<file path="src/rtl/booth_ctrl_pkg.sv">
// Shared definitions for the radix-2 Booth multiply controller and its datapath.
// Holds the state encoding, default sizes and the per-state output decode.
package booth_ctrl_pkg;

    localparam int unsigned DEF_N_BITS = 16;
    localparam int unsigned DEF_CNT_W  = 4;

    localparam logic [2:0] ST_IDLE   = 3'd0;
    localparam logic [2:0] ST_LOAD_M = 3'd1;
    localparam logic [2:0] ST_LOAD_Q = 3'd2;
    localparam logic [2:0] ST_TEST   = 3'd3;
    localparam logic [2:0] ST_SHIFT  = 3'd4;
    localparam logic [2:0] ST_OUT_LO = 3'd5;
    localparam logic [2:0] ST_OUT_HI = 3'd6;

    // test marks the cycle where add/sub is chosen from {q0,q_m1}
    typedef struct packed {
        logic ld_m;
        logic ld_q;
        logic clr_a;
        logic test;
        logic shr;
        logic out_lo;
        logic out_hi;
        logic busy;
        logic done;
    } ctrl_t;

    function automatic ctrl_t decode_ctrl(logic [2:0] st);
        ctrl_t c;
        c = '0;
        case (st)
            ST_LOAD_M: begin c.ld_m = 1'b1; c.busy = 1'b1; end
            ST_LOAD_Q: begin c.ld_q = 1'b1; c.clr_a = 1'b1; c.busy = 1'b1; end
            ST_TEST:   begin c.test = 1'b1; c.busy = 1'b1; end
            ST_SHIFT:  begin c.shr = 1'b1; c.busy = 1'b1; end
            ST_OUT_LO: begin c.out_lo = 1'b1; c.busy = 1'b1; end
            ST_OUT_HI: begin c.out_hi = 1'b1; c.done = 1'b1; c.busy = 1'b1; end
            default:   c = '0;
        endcase
        return c;
    endfunction

endpackage

</file>
<file path="src/rtl/booth_mul_ctrl_if.sv">
// Control/status bundle between the Booth controller (slave) and its requester/datapath.
interface booth_mul_ctrl_if
    import booth_ctrl_pkg::*;
#(
    parameter int unsigned CNT_W = DEF_CNT_W
);
    logic             start;
    logic             abort;
    logic             q0;
    logic             q_m1;
    logic             ld_m;
    logic             ld_q;
    logic             clr_a;
    logic             add_m;
    logic             sub_m;
    logic             shr;
    logic             out_lo;
    logic             out_hi;
    logic             busy;
    logic             done;
    logic [CNT_W-1:0] cnt;

    modport master (
        output start, abort, q0, q_m1,
        input  ld_m, ld_q, clr_a, add_m, sub_m, shr, out_lo, out_hi, busy, done, cnt
    );

    modport slave (
        input  start, abort, q0, q_m1,
        output ld_m, ld_q, clr_a, add_m, sub_m, shr, out_lo, out_hi, busy, done, cnt
    );

endinterface

</file>
<file path="src/rtl/iter_counter.sv">
// Booth iteration counter: synchronous clear (priority), increment, terminal-count flag.
module iter_counter #(
    parameter int unsigned N_BITS = 16,
    parameter int unsigned CNT_W  = 4
) (
    input  logic             clk,
    input  logic             rst_b,
    input  logic             clr,
    input  logic             inc,
    output logic [CNT_W-1:0] cnt,
    output logic             tc
);

    always_ff @(posedge clk or negedge rst_b) begin
        if (!rst_b) begin
            cnt <= '0;
        end else if (clr) begin
            cnt <= '0;
        end else if (inc) begin
            cnt <= cnt + CNT_W'(1);
        end
    end

    assign tc = (cnt == CNT_W'(N_BITS - 1));

endmodule

</file>
<file path="src/rtl/booth_mul_ctrl.sv">
// Control FSM for a radix-2 Booth multiply: load, N_BITS test/shift iterations,
// then two result beats (low word first) with done on the high beat.
module booth_mul_ctrl
    import booth_ctrl_pkg::*;
#(
    parameter int unsigned N_BITS = DEF_N_BITS,
    parameter int unsigned CNT_W  = DEF_CNT_W
) (
    input  logic           clk,
    input  logic           rst_b,
    booth_mul_ctrl_if.slave bus
);

    logic [2:0]       state_q;
    logic [2:0]       state_d;
    ctrl_t            ctrl_q;
    logic             cnt_clr;
    logic             cnt_inc;
    logic             cnt_tc;
    logic [CNT_W-1:0] cnt;
    logic             abort_now;

    assign abort_now = bus.abort && (state_q != ST_IDLE);

    always_comb begin
        state_d = ST_IDLE;
        case (state_q)
            ST_IDLE:   state_d = bus.start ? ST_LOAD_M : ST_IDLE;
            ST_LOAD_M: state_d = ST_LOAD_Q;
            ST_LOAD_Q: state_d = ST_TEST;
            ST_TEST:   state_d = ST_SHIFT;
            ST_SHIFT:  state_d = cnt_tc ? ST_OUT_LO : ST_TEST;
            ST_OUT_LO: state_d = ST_OUT_HI;
            ST_OUT_HI: state_d = ST_IDLE;
            default:   state_d = ST_IDLE;
        endcase
        if (abort_now) begin
            state_d = ST_IDLE;
        end
    end

    // Outputs are decoded from the next state so they register alongside it.
    always_ff @(posedge clk or negedge rst_b) begin
        if (!rst_b) begin
            state_q <= ST_IDLE;
            ctrl_q  <= '0;
        end else begin
            state_q <= state_d;
            ctrl_q  <= decode_ctrl(state_d);
        end
    end

    assign cnt_clr = (state_q == ST_LOAD_Q) || abort_now;
    assign cnt_inc = (state_q == ST_SHIFT) && !cnt_tc;

    iter_counter #(
        .N_BITS (N_BITS),
        .CNT_W  (CNT_W)
    ) u_iter_counter (
        .clk   (clk),
        .rst_b (rst_b),
        .clr   (cnt_clr),
        .inc   (cnt_inc),
        .cnt   (cnt),
        .tc    (cnt_tc)
    );

    assign bus.ld_m   = ctrl_q.ld_m;
    assign bus.ld_q   = ctrl_q.ld_q;
    assign bus.clr_a  = ctrl_q.clr_a;
    assign bus.add_m  = ctrl_q.test && !bus.q0 && bus.q_m1;
    assign bus.sub_m  = ctrl_q.test && bus.q0 && !bus.q_m1;
    assign bus.shr    = ctrl_q.shr;
    assign bus.out_lo = ctrl_q.out_lo;
    assign bus.out_hi = ctrl_q.out_hi;
    assign bus.busy   = ctrl_q.busy;
    assign bus.done   = ctrl_q.done;
    assign bus.cnt    = cnt;

endmodule
</file>
<file path="src/flat_wrapper.sv">
// flat-port wrapper written by rule: the top's interface ports become plain ports
module booth_mul_ctrl_flat import booth_ctrl_pkg::*;
#(
    parameter int unsigned N_BITS = DEF_N_BITS,
    parameter int unsigned CNT_W  = DEF_CNT_W
)
  (clk, rst_b, bus_start, bus_abort, bus_q0, bus_q_m1, bus_ld_m, bus_ld_q, bus_clr_a, bus_add_m, bus_sub_m, bus_shr, bus_out_lo, bus_out_hi, bus_busy, bus_done, bus_cnt);
  booth_mul_ctrl_if #(.CNT_W(CNT_W)) bus_i ();
  input  logic clk;
  input  logic rst_b;
  input wire logic [$bits(bus_i.start)-1:0] bus_start;
  input wire logic [$bits(bus_i.abort)-1:0] bus_abort;
  input wire logic [$bits(bus_i.q0)-1:0] bus_q0;
  input wire logic [$bits(bus_i.q_m1)-1:0] bus_q_m1;
  output wire logic [$bits(bus_i.ld_m)-1:0] bus_ld_m;
  output wire logic [$bits(bus_i.ld_q)-1:0] bus_ld_q;
  output wire logic [$bits(bus_i.clr_a)-1:0] bus_clr_a;
  output wire logic [$bits(bus_i.add_m)-1:0] bus_add_m;
  output wire logic [$bits(bus_i.sub_m)-1:0] bus_sub_m;
  output wire logic [$bits(bus_i.shr)-1:0] bus_shr;
  output wire logic [$bits(bus_i.out_lo)-1:0] bus_out_lo;
  output wire logic [$bits(bus_i.out_hi)-1:0] bus_out_hi;
  output wire logic [$bits(bus_i.busy)-1:0] bus_busy;
  output wire logic [$bits(bus_i.done)-1:0] bus_done;
  output wire logic [$bits(bus_i.cnt)-1:0] bus_cnt;
  assign bus_i.start = bus_start;
  assign bus_i.abort = bus_abort;
  assign bus_i.q0 = bus_q0;
  assign bus_i.q_m1 = bus_q_m1;
  assign bus_ld_m = bus_i.ld_m;
  assign bus_ld_q = bus_i.ld_q;
  assign bus_clr_a = bus_i.clr_a;
  assign bus_add_m = bus_i.add_m;
  assign bus_sub_m = bus_i.sub_m;
  assign bus_shr = bus_i.shr;
  assign bus_out_lo = bus_i.out_lo;
  assign bus_out_hi = bus_i.out_hi;
  assign bus_busy = bus_i.busy;
  assign bus_done = bus_i.done;
  assign bus_cnt = bus_i.cnt;
  booth_mul_ctrl #(.N_BITS(N_BITS), .CNT_W(CNT_W)) u_core (.clk(clk), .rst_b(rst_b), .bus(bus_i));
endmodule
</file>
<file path="config.mk">
export PLATFORM = sky130hd
export DESIGN_NAME = booth_mul_ctrl_flat
export DESIGN_NICKNAME = d
export VERILOG_FILES = /design/src/rtl/booth_ctrl_pkg.sv /design/src/rtl/booth_mul_ctrl_if.sv /design/src/rtl/iter_counter.sv /design/src/rtl/booth_mul_ctrl.sv /design/src/flat_wrapper.sv
export SDC_FILE = /design/constraint.sdc
export NUM_CORES = 1
export LEC_CHECK = 0
export BUFFER_PORTS_ARGS = -buffer_cell sky130_fd_sc_hd__buf_2
export CAP_MARGIN = 10
export CORE_ASPECT_RATIO = 0.75
export CORE_MARGIN = 2
export CORE_UTILIZATION = 35
export DETAILED_ROUTE_END_ITERATION = 16
export SYNTH_ARGS = -nofsm -noshare
export SYNTH_HDL_FRONTEND = slang
export SYNTH_SLANG_ARGS = --single-unit
</file>
<file path="constraint.sdc">
create_clock -name clk -period 2.15 [get_ports clk]
set_input_delay 0.5375 -clock clk [delete_from_list [all_inputs] [get_ports clk]]
set_output_delay 0.5375 -clock clk [all_outputs]
set_load 0.05 [all_outputs]
</file>
### Word level (Yosys, flattened, before mapping)

Index checks and enable logic that the tools add are counted.

* bits in registers: 15
* output and inout bits: 14
* logic and storage cells: 50

* $add $sub $neg: 1
* equality and inequality tests: 12
* muxes and demuxes: 13
* reductions and logical operators: 14

Operator list (count)
* $pmux W3 S6: 1
* $eq A3 B3 Y1 const B: 5
* $eq A3 B2 Y1 const B: 4
* $mux W4: 2
* $mux W1: 7
* $eq A3 B1 Y1 const B: 2
* $logic_and A1 B1 Y1: 6
* $mux W3: 2
* $reduce_or A6 Y1: 1
* $add A4 B1 Y4 const B: 1
* $eq A4 B4 Y1 const B: 1
* $logic_not A1 Y1: 3
* $logic_not A3 Y1: 1
* $reduce_bool A3 Y1: 1
* $mux W2: 1
* $reduce_bool A2 Y1: 1
* $logic_or A1 B1 Y1: 1

### Depth between registers and ports, before layout

* depth in word-level cells: 7
* mapped depth: 4
* depth with buffers taken out: 4

### Modules after synthesis

Synthesis repeated with hierarchy kept, for this count alone.

* cell total of the unflattened synthesis: 63
* area total of the unflattened synthesis: 703.2 um^2

Modules (own cells, without submodules)
* booth_mul_ctrl: instances 1, cells each 46, area each 504.2 um^2, seq. area each 250.2 um^2
* iter_counter: instances 1, cells each 17, area each 198.9 um^2, seq. area each 100.1 um^2

### Least setup slack after synthesis

Ideal clock, no wire load.

* path type: input port to output port
* start point: in bus_q_m1
* end point: out bus_add_m
* arrival: 1222 ps
* data required time: 1612 ps
* slack: 390 ps
* stages on the path: 2
* path buffers: 0
* path through: nand2_1 nor2_1

* word-level cells in the longest chain between the ends: 1

RTL lines
* from (decl): RTL line flat_wrapper.sv:14 `input wire logic [$bits(bus_i.q_m1)-1:0] bus_q_m1;`
* $logic_and A1 B1 Y1: RTL line booth_mul_ctrl.sv:71 `assign bus.add_m = ctrl_q.test && !bus.q0 && bus.q_m1;`
* to (decl): RTL line flat_wrapper.sv:18 `output wire logic [$bits(bus_i.add_m)-1:0] bus_add_m;`

Every way passes these cells.

### Worst setup path after layout

* start point: reg u_core.state_q[1]
* end point: reg u_core.u_iter_counter.cnt[3]

* word-level cells in the longest chain between the ends: 4

RTL lines
* from (decl): RTL line booth_mul_ctrl.sv:14 `logic [2:0] state_q;`
* from (signal assigned): RTL line booth_mul_ctrl.sv:48 `state_q <= state_d;`
* $reduce_bool A3 Y1: RTL line booth_mul_ctrl.sv:23 `assign abort_now = bus.abort && (state_q != ST_IDLE);`
* $logic_and A1 B1 Y1: RTL line booth_mul_ctrl.sv:23
* $logic_or A1 B1 Y1: RTL line booth_mul_ctrl.sv:53 `assign cnt_clr = (state_q == ST_LOAD_Q) || abort_now;`
* $mux W4 / $reduce_bool A2 Y1 (equally long branches)
* to (signal assigned): RTL line iter_counter.sv:20 `cnt <= cnt + CNT_W'(1);`
* to (decl): RTL line iter_counter.sv:10 `output logic [CNT_W-1:0] cnt,`

Several ways; a longest one is shown, not always the timed one.
A chain may end at the register's enable or synchronous reset.

==> run metrics <==
worst path bufs/invs 0; Post-synth EDFFs 0; routed via count 563; most common cell after layout, fill and taps aside buf_2; synthesized area 683 sq um; FF-to-FF path depth 3; count of different cell masters after synthesis 26; Iter 0 DRT Violations 14; Global Route met3 Usage 6.43%; die area 2320 sq um; Hold Path Class primary input to asynchronous set/reset pin; FF-to-FF setup slack 550 ps; Top Usage Layer GRT met2; WS Path Type flop to flop; final setup vio count 0; DP Wirelength 927 um; Yosys warning count 0; htree depth 1; crit path cell chain or3b_1 > or3_1 > a21oi_1; Fillers 188; Root Buffer clkbuf_4; post_cts resized 0; mean post-synth cell area 9.62 sq um; slowest stage cell, crit path or3b_1; die height 42.3 um; Area contributors post-synth dfrtp_1 51%, nand2b_1 6.4%, a21oi_1 4.4%, nor2_1 3.3%, o21ai_0 2.9%; met2 Usage GRT 16.9%; via/cell ratio 5.12; Area growth, synth to finish 19.2%; met1 usage 16.6%; Multi-input gate area 294 sq um; IO Count 20; Layout Skew 2.23 ps; relative slew slack 78.3%; core area 1790 sq um; post-route ant nets 0; initial antenna violation count 0; max-cap viol count 0; drt wl/cell 11.7 um; Skew-Pair Late Insertion Delay 280 ps; largest net degree at the start of global routing 15; antenna cells 0; Slowest Stage Delay on Critical Path 520 ps; Synth area leader dfrtp_1; total CTS buffers 3; Seq. cell area 350 sq um; GPL Wtd Cong 0.743; final period utilization 74.6%; clk slew on worst S/H paths 80 ps; Post-Route Setup TNS 0 ps; commonest cells after routing, fill and taps aside 19 x buf_2, 14 x dfrtp_1, 7 x nand2b_1; Crit. End Element flop; first-pass GRT wire length 2020 um; sequential area share after synthesis 51.3%; CTS Buffer Depth 2; Final nets 96; row cnt 13; Hold Slack 131 ps; CP arrival 1820 ps; Power Density 1150 nW/um^2; crit path max fanout 13; Synth Register Bits 14; WP data required 2370 ps; Max Freq 624 MHz; drt first pass iters 4; outcome finished, final reports clean; layout cells sized above 1 30.7%; asr flop ratio synth 100%; postcts setup bufs 0; Main synth FF type dfrtp_1; Critical Path Stages 3; post-synth top area share 51.3%; post-route DRC violation count 0; Slew Limit Fails 0; crit start category flop; Tmin final 1600 ps; leak pwr 0.396 nW; Total Routing Usage GR 12.4%; Die W 55.0 um; RSZ-0062 raised after global routing no; final hold vios 0; CTS tree built; IO Port Bufs 19; total congestion overflow 0; CTS sink cnt 14; DRT Wirelength 1290 um; Hold Buf Count CTS 0; CP top delay family simple AND/OR/NAND/NOR gates; synthesized instance count 71; vias in the first global route 458; Max IR drop VDD 601 uV; Starting Density 38.2%; Slew @ Worst Pin 326 ps; Synth Net Count 78
cell families (layout without fill, tap and decap cells):
| kind of cell | Yosys count | after routing | synth area share (%) |
|---|---|---|---|
| multiplexers | 1 | 1 | 1.65 |
| buffers and inverters | 8 | 25 | 5.68 |
| adder cells (fa/ha/maj) | 1 | 1 | 1.83 |
| AO/OA/AOI/OAI | 16 | 16 | 14.3 |
| flip-flops | 14 | 14 | 51.3 |
| AND/OR/NAND/NOR | 31 | 31 | 25.3 |
power breakdown:
part | internal [mW] | switching, mW | leakage [nW]
Clock | 0.103 | 0.0880 | 0.0210
Combinational | 0.119 | 0.258 | 0.186
Sequential | 0.318 | 0.0500 | 0.189
registers in the layout, indices dropped and copies added, names as in the netlist:
register,cells
u_core.bus.busy,1
u_core.bus.clr_a,1
u_core.bus.ld_m,1
u_core.bus.out_hi,1
u_core.bus.out_lo,1
u_core.bus.shr,1
u_core.ctrl_q,1
u_core.state_q,3
u_core.u_iter_counter.cnt,4
cell usage after synthesis, types with 3 or more instances:
master,count
nor2_1,6
clkbuf_1,4
a21oi_1,6
dfrtp_1,14
o21ai_0,4
nand2_1,4
nand2b_1,7
or3_1,3
per-layer routing:
metal  vias up  wire (um)
met4         0         17
met2        17        572
li1        282          -
met1       262        600
met5         -          0
met3         2         96
area by class of cell:
cell class	count	share of cell area, %
Inverter	1	0.461
Sequential cell	14	43.0
Clock buffer	4	4.45
Tap cell	22	3.38
Timing Repair Buffer	20	12.6
Multi-Input combinational cell	49	36.1
path summary, 6_finish.rpt:
check | startpoint | to
setup / recovery | u_core.state_q[1] | u_core.u_iter_counter.cnt[3]
hold / removal | rst_b | u_core.state_q[1]
setup reg to reg | u_core.state_q[1] | u_core.u_iter_counter.cnt[3]
hold reg to reg | u_core.u_iter_counter.cnt[1] | u_core.u_iter_counter.cnt[1]
max in group asynchronous | rst_b | u_core.bus.busy
min in group clk | bus_start | u_core.bus.ld_m
per-stage QoR:
step / setup WS, ps / total power [mW] / util [%] / cell area [sq um] / std cells
6_report: 547 / 0.936 / 45.5 / 815 / 110
5_1_grt: 442 / 0.996 / 45.5 / 815 / 110
4_1_cts: 554 / 0.945 / 45.5 / 815 / 110
3_5_place_dp: 575 / 0.752 / 43.5 / 778 / 106
3_3_place_gp: 607 / 0.749 / 43.5 / 778 / 106
2_1_floorplan: 390 / 0.673 / - / 683 / 71
(Power assumes the default switching activity.)
